[src/rtl/unsigned_mul_8x8_ha_array_reducer.sv]
// -----------------------------------------------------------------------------
// unsigned_mul_8x8_ha_array_reducer
//
// Consumer end of the unsigned 8x8 ha_array partial-product interface. Four
// half-adder row pairs (carry vector b, sum vector t) from an exact or
// approximate multiplier front end are decoded with their bit weights, reduced
// to a 16-bit product over two valid/ready pipeline stages and registered.
//
// Parameters
//   SAT    1: saturate product to 16'hFFFF when the raw sum overflows 16 bits,
//          0: wrap modulo 2^16
//   ACC_W  accumulator width (only with HA_REDUCE_ACC_EN)
//
// Ports
//   clk, rst_n            clock (rising edge), asynchronous active-low reset
//   in_valid / in_ready   row handshake; in_ready is combinational
//   ha_array_k_b  [6:0]   carry vector of row k (k = 0..3)
//   ha_array_k_t  [8:0]   sum vector of row k (k = 0..3)
//   out_valid / out_ready product handshake
//   product      [15:0]   reduced product (registered)
//   ovf                   raw sum exceeded 16 bits (registered)
//   acc_clr               [HA_REDUCE_ACC_EN] synchronous accumulator clear
//   acc_out   [ACC_W-1:0] [HA_REDUCE_ACC_EN] running sum of delivered products
//
// Optional feature macro: HA_REDUCE_ACC_EN (adds acc_clr / acc_out and the
// delivered-product accumulator). Undefined by default.
// -----------------------------------------------------------------------------
module unsigned_mul_8x8_ha_array_reducer #(
    parameter bit SAT = 1'b1
`ifdef HA_REDUCE_ACC_EN
    ,
    parameter int unsigned ACC_W = 32
`endif
) (
    input  logic        clk,
    input  logic        rst_n,
    input  logic        in_valid,
    output logic        in_ready,
    input  logic [6:0]  ha_array_0_b,
    input  logic [8:0]  ha_array_0_t,
    input  logic [6:0]  ha_array_1_b,
    input  logic [8:0]  ha_array_1_t,
    input  logic [6:0]  ha_array_2_b,
    input  logic [8:0]  ha_array_2_t,
    input  logic [6:0]  ha_array_3_b,
    input  logic [8:0]  ha_array_3_t,
    output logic        out_valid,
    input  logic        out_ready,
    output logic [15:0] product,
    output logic        ovf
`ifdef HA_REDUCE_ACC_EN
    ,
    input  logic             acc_clr,
    output logic [ACC_W-1:0] acc_out
`endif
);

    localparam int unsigned B_W    = 7;
    localparam int unsigned T_W    = 9;
    localparam int unsigned ROW_W  = 10;
    localparam int unsigned S1_W   = 13;
    localparam int unsigned RAW_W  = 17;
    localparam int unsigned PROD_W = 16;
    localparam int unsigned ROWS   = 4;

    typedef struct packed {
        logic [B_W-1:0] b;
        logic [T_W-1:0] t;
    } ha_row_t;

    // Row value: t at weight 2^j, b[5:0] at 2^(i+2), b[6] at 2^8 (max 1019).
    function automatic logic [ROW_W-1:0] row_decode(input ha_row_t row);
        return ROW_W'(row.t)
             + ROW_W'({row.b[5:0], 2'b00})
             + ROW_W'({row.b[6], 8'h00});
    endfunction

    ha_row_t [ROWS-1:0]  rows;
    logic [ROW_W-1:0]    row_val [ROWS];

    logic                s1_v;
    logic [S1_W-1:0]     s01;
    logic [S1_W-1:0]     s23;

    logic                in_hs;
    logic                s2_load;
    logic                s1_v_d;
    logic                s2_v_d;
    logic [S1_W-1:0]     s01_d;
    logic [S1_W-1:0]     s23_d;
    logic [RAW_W-1:0]    raw_c;
    logic [PROD_W-1:0]   product_d;

    // Gather the flat row ports into a packed array of row payloads.
    always_comb begin
        rows[0] = '{b: ha_array_0_b, t: ha_array_0_t};
        rows[1] = '{b: ha_array_1_b, t: ha_array_1_t};
        rows[2] = '{b: ha_array_2_b, t: ha_array_2_t};
        rows[3] = '{b: ha_array_3_b, t: ha_array_3_t};
    end

    // Stage-1 datapath: decode rows and pair them up.
    always_comb begin
        for (int k = 0; k < int'(ROWS); k++) begin
            row_val[k] = row_decode(rows[k]);
        end
        s01_d = S1_W'(row_val[0]) + (S1_W'(row_val[1]) << 2);
        s23_d = S1_W'(row_val[2]) + (S1_W'(row_val[3]) << 2);
    end

    // Stage-2 datapath: final reduction and overflow handling.
    always_comb begin
        raw_c     = RAW_W'(s01) + (RAW_W'(s23) << 4);
        product_d = (SAT && raw_c[RAW_W-1]) ? {PROD_W{1'b1}} : raw_c[PROD_W-1:0];
    end

    // Handshake control: a stage loads when empty or when its content leaves.
    always_comb begin
        in_ready = !s1_v || !out_valid || out_ready;
        in_hs    = in_valid && in_ready;
        s2_load  = s1_v && (!out_valid || out_ready);

        s1_v_d = s1_v;
        s2_v_d = out_valid;
        if (in_hs) begin
            s1_v_d = 1'b1;
        end else if (s2_load) begin
            s1_v_d = 1'b0;
        end
        if (s2_load) begin
            s2_v_d = 1'b1;
        end else if (out_ready) begin
            s2_v_d = 1'b0;
        end
    end

    // Pipeline registers; payloads only move on their stage's load.
    always_ff @(posedge clk or negedge rst_n) begin
        if (!rst_n) begin
            s1_v      <= 1'b0;
            s01       <= '0;
            s23       <= '0;
            out_valid <= 1'b0;
            product   <= '0;
            ovf       <= 1'b0;
        end else begin
            s1_v      <= s1_v_d;
            out_valid <= s2_v_d;
            if (in_hs) begin
                s01 <= s01_d;
                s23 <= s23_d;
            end
            if (s2_load) begin
                product <= product_d;
                ovf     <= raw_c[RAW_W-1];
            end
        end
    end

`ifdef HA_REDUCE_ACC_EN
    logic out_hs;

    always_comb begin
        out_hs = out_valid && out_ready;
    end

    // Running sum of delivered products; clear wins but keeps a coincident beat.
    always_ff @(posedge clk or negedge rst_n) begin
        if (!rst_n) begin
            acc_out <= '0;
        end else if (acc_clr) begin
            acc_out <= out_hs ? ACC_W'(product) : '0;
        end else if (out_hs) begin
            acc_out <= acc_out + ACC_W'(product);
        end
    end
`endif

endmodule

[config.mk]
export PLATFORM = sky130hd
export DESIGN_NAME = unsigned_mul_8x8_ha_array_reducer
export DESIGN_NICKNAME = d
export VERILOG_FILES = /design/src/rtl/unsigned_mul_8x8_ha_array_reducer.sv
export SDC_FILE = /design/constraint.sdc
export NUM_CORES = 1
export LEC_CHECK = 0
export CAP_MARGIN = 10
export CORE_ASPECT_RATIO = 1.1
export CORE_MARGIN = 10
export CORE_UTILIZATION = 30
export CTS_CLUSTER_DIAMETER = 50
export DETAILED_ROUTE_END_ITERATION = 10
export GPL_TIMING_DRIVEN = 0
export SLEW_MARGIN = 20
export SYNTH_ARGS = -nofsm -noshare
export SYNTH_HDL_FRONTEND = slang
export SYNTH_SLANG_ARGS = --single-unit
[constraint.sdc]
create_clock -name clk -period 2.85 [get_ports clk]
set_input_delay 0.57 -clock clk [delete_from_list [all_inputs] [get_ports clk]]
set_output_delay 0.57 -clock clk [all_outputs]
set_load 0.1 [all_outputs]
==> metrics.yaml <==
status:
  status: "complete, no violations"
critical_path:
  required_ns: 3.02
  r2r_cells: 10
  arrival_ns: 2.98
  cp_common_cell: "a21oi_2"
  setup.worst_path.start_class: "input pin"
  critical_path_class: "input pin to register"
  crit_fanout: 2
  slowest_delay_ns: 0.38
  cp_cell_sequence: "buf_8, ha_4, fa_2, a21o_1, a21oi_2, o21bai_1, a21oi_2, xnor2_1, ha_2, or3_4, o211a_1, a32o_1"
  cpMaxStageDelayCell: "fa_2"
  worst_setup_path_end_kind: "register"
drt:
  wl_met1_mm: 4.07
  wl_met2_mm: 4.81
  routedWlPerCell_um: 13.8
  remaining_drc_errors: 0
  vias_per_cell: 4.93
  ant_nets: 0
  drt_wl_total_mm: 9.40
  drt_pass1_iterations: 4
  via_count: 3365
  wl_met3_um: 416
  drt_iter0_markers: 144
  topRoutingLayerUsed: "met4"
placed_design:
  dpl_cell_area_sq_um: 4940
  io_buffers: 86
  place_congestion: 0.787
  dpl.hpwl_mm: 7.84
  dp_cells: 655
  place_ws_ns: -0.684
yosys:
  synth_fp_nets: 539
  netlist_instances: 411
  ys_ff_latch: 45
  synth_enable_flop_cells: 0
  ys_seq_area_frac: 0.294
  yosysWarnings: 0
  postSynth.asyncResetShare: 1.00
  synth_flop_cell: "dfrtp_1"
  syn_area_sq_um: 3840
  avgSynthCellArea_sq_um: 9.33
  synth.distinct_cells: 59
power_and_ir_drop:
  power.total_mw: 4.58
  leakagePower_nw: 2.32
  powerDensity_nw_per_um2: 848
  ir_drop_v: 0.00117
timing:
  worst_clock_skew_ns: 0.00671
  setup_viol: 0
  rsz0062_at_grt: "yes"
  fin_setup_tns_ns: 0
  hold_viol: 0
  worst_slack_ns: 0.0420
  finalMaxSlewViolations: 0
  relSlewSlack: 0.343
  worst_pin_slew_ns: 0.982
  fin_crit_sh: 0.985
  fin_crit_ns: 2.81
  fmax_mhz: 356
  hold_ws_ns: 0.227
die:
  rows: 43
  core_area_sq_um: 12600
  start_util: 0.305
  die_w_um: 128
  dieArea_sq_um: 17700
  die_h_um: 139
  io_pins: 87
finish:
  layout.nets: 652
  drive_above_1_share: 0.183
  final_cells: 682
  final_common_cell: "clkdlybuf4s50_1"
  fin_util: 0.429
  final_area_sq_um: 5400
  fillCellCount: 1274
  synthToLayoutAreaGrowth_pct: 40.8
  n_antenna_cell: 0
  final_cell_mix: "clkdlybuf4s50_1, nor2_1, dfrtp_1"
clock_network:
  hold_buffers: 0
  clk_latency_ns: 0.28
  cts_tree: "yes"
  path_clk_slew_ns: 0.06
  htreeDepth: 2
  cts_buffers: 5
  clock-sinks: 45
  cts-root-buf: "clkbuf_16"
  cts_buffer_depth: 2
job:
  cap_viol_max_count: 0
global_routing:
  grt_max_degree: 29
  grt_pass1_vias: 3490
  grt_use_total: 0.107
  antenna_found_initial: 0
  grt_pass1_wl_mm: 16.2
  grt-ovfl-total: 0
min_path:
  hold_class: "input pin to asynchronous set/reset pin"
critical path: cells and delay by family:
kind            cells  cell delay (ns)
compound gates      6             0.99
xor+xnor            1             0.14
fa+ha+maj           3             0.84
simple gates        1             0.34
buf+inv             1             0.10
power breakdown:
group	leakage (nW)	internal, mW	switching (mW)
Sequential	0.529	0.876	0.158
Combinational	1.73	1.15	1.84
Clock	0.0631	0.325	0.231
what timing repair did:
item,4_1_cts,5_1_grt
pin swaps,37,35
gates resized for setup,59,26
hold endpoints to repair,0,0
setup endpoints to repair,11,8
setup buffers,11,8
area by class of cell:
type / instances / area (sq um) / area share
tap: 157 / 196 / 0.0364
clock buffer: 6 / 129 / 0.0239
multi-input combinational: 346 / 2840 / 0.527
buffer: 8 / 37.5 / 0.00695
timing repair buffer: 106 / 1010 / 0.186
clock inverter: 2 / 15.0 / 0.00278
sequential: 45 / 1130 / 0.209
inverter: 12 / 45.0 / 0.00834
layer usage:
metal,track usage,up-vias
met1,0.127,1577
met4,0.0249,0
met3,0.0214,7
met5,0,-
met2,0.190,59
li1,-,1722
cells by family after synthesis:
logic type	synth area share
compound gates	0.224
buf+inv	0.0215
fa+ha+maj	0.209
mux	0.0235
simple gates	0.137
flops	0.294
xor+xnor	0.0910
synth_stat cells, drive strengths merged, types with 2 or more instances:
| master | number | area [sq um] |
|---|---|---|
| ha | 53 | 663 |
| nor2 | 50 | 188 |
| dfrtp | 45 | 1130 |
| a21oi | 33 | 169 |
| o21ai | 32 | 160 |
| nand2 | 28 | 105 |
| xnor2 | 23 | 201 |
| xor2 | 16 | 148 |
| inv | 12 | 45.0 |
| a21o | 11 | 82.6 |
| a31oi | 9 | 75.1 |
| mux2 | 8 | 90.1 |
| a211oi | 7 | 52.6 |
| fa | 7 | 140 |
| o21a | 7 | 53.8 |
| clkbuf | 6 | 22.5 |
| nor3 | 6 | 35.0 |
| o21bai | 6 | 45.0 |
| nor2b | 5 | 38.8 |
| nand2b | 4 | 25.0 |
| and2 | 3 | 18.8 |
| nand3 | 3 | 15.0 |
| o41ai | 3 | 26.3 |
| or3 | 3 | 18.8 |
| buf | 2 | 15.0 |
| nor4 | 2 | 18.8 |
| o211a | 2 | 20.0 |
| o211ai | 2 | 20.0 |
| o311ai | 2 | 17.5 |
| o31a | 2 | 17.5 |
| o31ai | 2 | 20.0 |
| or2 | 2 | 12.5 |
path summary, 6_finish.rpt:
check,start,to,slack (ns)
min reg2reg,s23[4],s23[4],0.49
max in group asynchronous,rst_n,s01[8],2.14
max reg2reg,s01[4],product[13],0.25
min in group clk,s23[4],s23[4],0.49
min,rst_n,s23[11],0.23
max,ha_array_2_b[0],s23[12],0.04
registers in the layout (all words and copies together), names as in the netlist:
register	cells
product	16
s01	13
s23	13
out_valid	1
ovf	1
s1_v	1
No activity file was read; power rests on OpenSTA's default activity.
